[src/rtl/neuron_cfg_tx.sv]
// neuron_cfg_tx: packs host bytes into PW-bit configuration words and writes
// them to a neuron config port as one threshold word followed by
// WORDS_PER_NEURON weight words per neuron.
//
// state     | meaning
// ----------+----------------------------------------------------------
// S_IDLE    | waiting for start, s_ready low
// S_THRESH  | collecting the threshold word of the current neuron
// S_WEIGHTS | collecting weight words of the current neuron
// S_DONE    | one-cycle done pulse, then back to idle
module neuron_cfg_tx #(
    parameter int PW               = 16,
    parameter int THRESH_W         = 16,
    parameter int WORDS_PER_NEURON = 49,
    parameter int MAX_NEURONS      = 256,
    localparam int NUMW = $clog2(MAX_NEURONS + 1),
    localparam int NIW  = (MAX_NEURONS > 1) ? $clog2(MAX_NEURONS) : 1,
    localparam int WIW  = (WORDS_PER_NEURON > 1) ? $clog2(WORDS_PER_NEURON) : 1
) (
    input  logic            clk,
    input  logic            rst,
    input  logic            start,
    input  logic [NUMW-1:0] num_neurons,
    input  logic            s_valid,
    output logic            s_ready,
    input  logic [7:0]      s_data,
    output logic            cfg_w_en,
    output logic [PW-1:0]   cfg_w_data,
    output logic            cfg_thresh_sel,
    output logic [NIW-1:0]  cfg_neuron_idx,
    output logic [WIW-1:0]  cfg_word_idx,
    output logic            busy,
    output logic            done,
    output logic            err
);

    localparam int BPW = PW / 8;
    localparam int BCW = (BPW > 1) ? $clog2(BPW) : 1;

    typedef enum logic [1:0] {S_IDLE, S_THRESH, S_WEIGHTS, S_DONE} state_t;

    state_t          state;
    state_t          state_nxt;
    logic [NUMW-1:0] num_lat;
    logic [NIW-1:0]  neuron_cnt;
    logic [WIW-1:0]  word_cnt;
    logic [BCW-1:0]  byte_cnt;
    logic [PW-1:0]   acc;
    logic [PW-1:0]   word_nxt;
    logic            hs;
    logic            word_done;
    logic            last_weight;
    logic            last_neuron;
    logic            start_ok;

    assign hs          = s_valid && s_ready;
    assign word_done   = hs && (byte_cnt == BCW'(BPW - 1));
    assign last_weight = (word_cnt == WIW'(WORDS_PER_NEURON - 1));
    assign last_neuron = (NUMW'(neuron_cnt) == (num_lat - NUMW'(1)));
    assign start_ok    = start && (state == S_IDLE);

    // Completed word: bytes already held in acc, final byte straight from the bus.
    always_comb begin
        word_nxt = acc;
        word_nxt[PW-1 -: 8] = s_data;
    end

    // State register.
    always_ff @(posedge clk) begin
        if (rst) begin
            state <= S_IDLE;
        end else begin
            state <= state_nxt;
        end
    end

    // Next-state decode and state-derived handshake/status outputs.
    always_comb begin
        state_nxt = state;
        s_ready   = 1'b0;
        busy      = 1'b1;
        done      = 1'b0;
        case (state)
            S_IDLE: begin
                busy = 1'b0;
                if (start) begin
                    state_nxt = (num_neurons == NUMW'(0)) ? S_DONE : S_THRESH;
                end
            end
            S_THRESH: begin
                s_ready = 1'b1;
                if (word_done) begin
                    state_nxt = S_WEIGHTS;
                end
            end
            S_WEIGHTS: begin
                s_ready = 1'b1;
                if (word_done && last_weight) begin
                    state_nxt = last_neuron ? S_DONE : S_THRESH;
                end
            end
            S_DONE: begin
                done      = 1'b1;
                state_nxt = S_IDLE;
            end
            default: begin
                state_nxt = S_IDLE;
            end
        endcase
    end

    // Byte packing, word/neuron counters, write port registers and sticky err.
    always_ff @(posedge clk) begin
        if (rst) begin
            num_lat        <= '0;
            neuron_cnt     <= '0;
            word_cnt       <= '0;
            byte_cnt       <= '0;
            acc            <= '0;
            cfg_w_en       <= 1'b0;
            cfg_w_data     <= '0;
            cfg_thresh_sel <= 1'b0;
            cfg_neuron_idx <= '0;
            cfg_word_idx   <= '0;
            err            <= 1'b0;
        end else begin
            cfg_w_en <= 1'b0;
            if (start_ok) begin
                num_lat    <= num_neurons;
                neuron_cnt <= '0;
                word_cnt   <= '0;
                byte_cnt   <= '0;
                err        <= 1'b0;
            end
            if (hs) begin
                acc[{byte_cnt, 3'b000} +: 8] <= s_data;
                byte_cnt <= word_done ? '0 : byte_cnt + 1'b1;
            end
            if (word_done) begin
                cfg_w_en       <= 1'b1;
                cfg_w_data     <= word_nxt;
                cfg_neuron_idx <= neuron_cnt;
                if (state == S_THRESH) begin
                    cfg_thresh_sel <= 1'b1;
                    cfg_word_idx   <= '0;
                    if ((word_nxt >> THRESH_W) != '0) begin
                        err <= 1'b1;
                    end
                end else begin
                    cfg_thresh_sel <= 1'b0;
                    cfg_word_idx   <= word_cnt;
                    if (last_weight) begin
                        word_cnt <= '0;
                        if (!last_neuron) begin
                            neuron_cnt <= neuron_cnt + 1'b1;
                        end
                    end else begin
                        word_cnt <= word_cnt + 1'b1;
                    end
                end
            end
        end
    end

endmodule
[config.mk]
export PLATFORM = sky130hd
export DESIGN_NAME = neuron_cfg_tx
export DESIGN_NICKNAME = d
export VERILOG_FILES = /design/src/rtl/neuron_cfg_tx.sv
export SDC_FILE = /design/constraint.sdc
export NUM_CORES = 1
export LEC_CHECK = 0
export CAP_MARGIN = 20
export CORE_MARGIN = 10
export CORE_UTILIZATION = 52
export DETAILED_ROUTE_END_ITERATION = 6
export GPL_ROUTABILITY_DRIVEN = 0
export GPL_TIMING_DRIVEN = 1
export HOLD_SLACK_MARGIN = 0.02
export PLACE_DENSITY_LB_ADDON = 0.2
export SYNTH_ARGS = -nofsm -noshare
export SYNTH_HDL_FRONTEND = slang
export SYNTH_SLANG_ARGS = --single-unit
[constraint.sdc]
create_clock -name clk -period 3 [get_ports clk]
set_input_delay 0.6 -clock clk [delete_from_list [all_inputs] [get_ports clk]]
set_output_delay 0.6 -clock clk [all_outputs]
set_load 0.02 [all_outputs]
==> Yosys cells after proc, flatten, opt, wreduce, memory -nomap -nowiden <==
Index checks and enable logic that the tools add are counted.
{ "classes": {"n_eq_ne": 8, "reduce_logical": 9, "shift": 2, "n_mux": 25, "n_addsub": 5} }
{ "ops": {"columns": ["cell", "count"], "rows": [
  ["$mux W8", 5],
  ["$mux W6", 5],
  ["$bwmux W16", 1],
  ["$shift A8 B6 Y16 const A", 1],
  ["$shiftx A8 B6 Y16", 1],
  ["$mux W2", 5],
  ["$eq A8 B9 Y1", 1],
  ["$logic_not A9 Y1", 1],
  ["$sub A9 B1 Y9 const B", 1],
  ["$add A8 B1 Y8 const B", 1],
  ["$mux W1", 8],
  ["$pmux W2 S4", 1],
  ["$add A6 B1 Y6 const B", 1],
  ["$eq A6 B6 Y1 const B", 1],
  ["$ne A2 B2 Y1 const B", 3],
  ["$neg A4 Y6", 1],
  ["$eq A2 B2 Y1 const B", 2],
  ["$logic_and A1 B1 Y1", 4],
  ["$reduce_and A3 Y1", 1],
  ["$eq A2 B1 Y1 const B", 1],
  ["$logic_not A2 Y1", 1],
  ["$reduce_bool A2 Y1", 1],
  ["$reduce_or A2 Y1", 1],
  ["$add A1 B1 Y1 const B", 1]
]} }
{ "totals": {"word_cells": 60, "register_bits": 74, "out_inout_bits": 36, "in_bits": 21} }

==> Depth between registers and ports, before layout <==
{ "logic_depth": {"word_depth": 8, "mapped_depth": 10} }

==> Worst setup path before layout <==
OpenSTA, ideal clock, no wires.
{ "synth_timing": {"path_type": "flip-flop to flip-flop", "startpoint": "register num_lat[0]", "endpoint": "register neuron_cnt[0]", "stages_incl_launch_ff": 9, "setup_time_ps": 119, "path_slack_ps": 790, "synth_period_minus_slack_ps": 2210, "arrival_time_ps": 2091, "cell_sequence": "dfxtp_1 -> inv_1 -> ha_1 -> or3b_2 -> o311ai_0 -> o311a_1 -> a221oi_1 -> a22oi_2 -> a2bb2o_2"} }
{ "synth_via": {"elab_chain_cells": 6} }
{ "synth_rtl": {"columns": ["item", "line_no", "rtl"], "rows": [
  ["start: declaration", "44", "logic [NUMW-1:0] num_lat;"],
  ["start signal: assignment", "129", "num_lat <= num_neurons;"],
  ["$sub A9 B1 Y9", "59", "assign last_neuron = (NUMW'(neuron_cnt) == (num_lat - NUMW'(1)));"],
  ["$eq A8 B9 Y1", "59", null],
  ["$mux W8", "154", "if (!last_neuron) begin"],
  ["$mux W8", "152", "if (last_weight) begin"],
  ["$mux W8", "143", "if (state == S_THRESH) begin"],
  ["$mux W8", "139", "if (word_done) begin"],
  ["end signal: assignment", "155", "neuron_cnt <= neuron_cnt + 1'b1;"],
  ["end: declaration", "45", "logic [NIW-1:0] neuron_cnt;"]
]} }
Every way passes these cells.
A chain may end at the register's enable or synchronous reset.

==> Final worst setup path <==
Same ends and word-level chain as after synthesis.

==> impl_metrics.toml <==
[status]
status = "complete, no violations"

[logic_synthesis]
ys_seq_area_frac = 0.411
synthDominantCellAreaShare = 0.411
syn-instance-count = 409
synthArstFlopShare = 0
yosysWarningCount = 0
yosys_register_bits = 66
syn_avg_cell_area_um2 = 7.86
yosys_most_used_dff = "dfxtp_1"
synth.most_common_cell = "nand2_1"
syn_nets = 439
synth_largest_area_cell = "dfxtp_1"
synthDistinctLibCells = 63
synth_area_mm2 = 0.00321
synth_edf_count = 0
netlist_top_cells_area = "dfxtp_1 41%, nand2_1 12%, a21oi_1 8.3%"
synth_common_cells = "100 x nand2_1, 66 x dfxtp_1, 53 x a21oi_1"

[floorplan]
fp.dieArea_mm2 = 0.00972
die_h_um = 98.6
num_rows = 28
core-area_mm2 = 0.00596
die_w_um = 98.6
initial_core_util = 0.539
ioPinCount = 57

[finish]
nets = 484
fillerInstances = 514
final_area_mm2 = 0.00399
n_antenna_cell = 0
area_growth_pct = 24.1
drive_above_1_share = 0.0741

[clocking]
numClockSinks = 66
cts_tree = "built"
post_cts_buffers = 0
h-tree-depth = 3
clockBufferDepth = 2
clk_pin_slew_worst_paths_ps = 80
clock-root-buffer = "clkbuf_8"
tritoncts.num_buffers = 9
postCtsHoldBufs = 0
clock_latency_ps = 350
cts_resized = 0

[worst_setup_path]
max_stage_delay_ps = 510
required_ps = 3240
r2r_slack_ps = 400
crit_path_end = "neuron_cnt[0]"
critPathMaxFanout = 12
reg2reg_from = "num_lat[0]"
critPathCaptureType = "flip-flop"
reg2regPathDepth = 8
crit_path_start_kind = "flip-flop"
arrival_ps = 2840
setup.worst_path.start = "num_lat[0]"
critPathKind = "reg2reg"
regToRegEndpoint = "neuron_cnt[0]"
crit_chain = "inv_1 -> ha_1 -> nor3b_1 -> o211ai_1 -> o311a_1 -> a22oi_2 -> a21oi_2 -> a2bb2o_2"
cpMaxStageDelayCell = "a22oi_2"

[sta]
hold_ws_ps = 455
finalSetupTns_ps = 0
final-setup-viol-count = 0
period_share = 0.865
worst_pin_slew_ps = 626
max_freq_mhz = 385
slew_violations = 0
rsz0062_at_grt = "false"
slew_headroom = 0.583
skew_ps = 9.91
fin_crit_ps = 2600
hold_viol = 0

[pwr]
peakVddDrop_mv = 0.343
power_density_mw_per_mm2 = 636
p_leak_nw = 1.40

[grt]
antenna_found_initial = 0
grt_pass1_wl_um = 13400
grt_max_degree = 33
grt-ovfl-total = 0
grt_pass1_vias = 2859
track_usage = 0.162

[job]
cap_violations = 0

[hold_path]
hp-class = "reg2reg"

[detailed_routing]
num_vias = 2987
drc = 0
wl_per_cell_um = 14.9
dr.pass1.iters = 4
ant_nets = 0
vias_per_cell = 5.59
drt_wl_total_um = 7960
drt_first_iter_violations = 192

[place]
portBuffers = 55
dp_hpwl_um = 5870
place_area_mm2 = 0.00376
## area by class of cell
| class | count | area, um2 | share of cell area |
|---|---|---|---|
| Clock inverter | 6 | 90.1 | 0.0226 |
| Clock buffer | 10 | 138 | 0.0345 |
| Timing Repair Buffer | 60 | 583 | 0.146 |
| Inverter | 9 | 33.8 | 0.00847 |
| Tap cell | 75 | 93.8 | 0.0235 |
| Sequential cell | 66 | 1320 | 0.331 |
| Multi-Input combinational cell | 308 | 1730 | 0.433 |
## sequential cells by signal, indices dropped and copies added, names as in the netlist
signal / count
num_lat: 9
cfg_neuron_idx: 8
state: 2
cfg_w_data: 16
word_cnt: 6
neuron_cnt: 8
byte_cnt: 1
cfg_thresh_sel: 1
cfg_word_idx: 6
cfg_w_en: 1
acc: 8
## critical path: cells and delay by family, from the launching register on
kind	cells	cell delay (ps)
buffers and inverters	1	70
AND/OR/NAND/NOR	1	460
AO/OA/AOI/OAI	5	1420
flip-flops	1	350
adder cells (fa/ha/maj)	1	200
## worst min-delay path by stage
| stage | from | depth (start not counted) | endpoint |
|---|---|---|---|
| finish | acc[7] | 2 | cfg_w_data[7] |
| global placement | cfg_neuron_idx[3] | 2 | cfg_neuron_idx[3] |
| CTS | acc[7] | 2 | cfg_w_data[7] |
| detailed placement | cfg_word_idx[5] | 2 | cfg_word_idx[5] |
| floorplan | acc[0] | 2 | cfg_w_data[0] |
| global route | acc[7] | 2 | cfg_w_data[7] |
## cells in the final DEF, fill, tap and decap left out, types with 8 or more instances in the layout
| master | count |
|---|---|
| nand3_1 | 15 |
| clkdlybuf4s50_1 | 54 |
| nor2_1 | 23 |
| o21ai_0 | 8 |
| nand2b_1 | 8 |
| nand2_1 | 100 |
| inv_1 | 9 |
| a21oi_1 | 53 |
| dfxtp_1 | 66 |
| ha_1 | 9 |
| clkbuf_8 | 10 |
## metrics by stage
stage | total power [mW] | setup WS [ps] | util | cells
after floorplan | 1.52 | 790 | - | 409
after global placement | 1.69 | 510 | 0.631 | 518
after detailed placement | 1.70 | 411 | 0.631 | 518
after CTS | 2.55 | 406 | 0.670 | 534
after global routing | 2.67 | 205 | 0.670 | 534
final | 2.54 | 405 | 0.670 | 534
## power by group
part | internal (mW) | leakage (nW) | total (mW) | switching, mW
registers | 0.944 | 0.534 | 1.01 | 0.0674
logic | 0.272 | 0.751 | 0.678 | 0.406
clock network | 0.492 | 0.112 | 0.848 | 0.356
## kinds of logic (layout without fill, tap and decap cells)
group           after synthesis  count (layout)  synth area share
simple gates                199             199             0.302
buf+inv                      35              85            0.0510
mux                           1               1           0.00312
compound gates               93              93             0.183
fa+ha+maj                     9               9            0.0350
other cells                   1               1           0.00117
flops                        66              66             0.411
xor+xnor                      5               5            0.0136
## layer usage
metal,vias to the layer above,routed length [um],GRT usage
met5,-,0,0
met4,0,167,0.0739
met3,16,519,0.0524
met2,56,3820,0.265
met1,1409,3450,0.189
li1,1506,-,-
(Power assumes the default switching activity.)
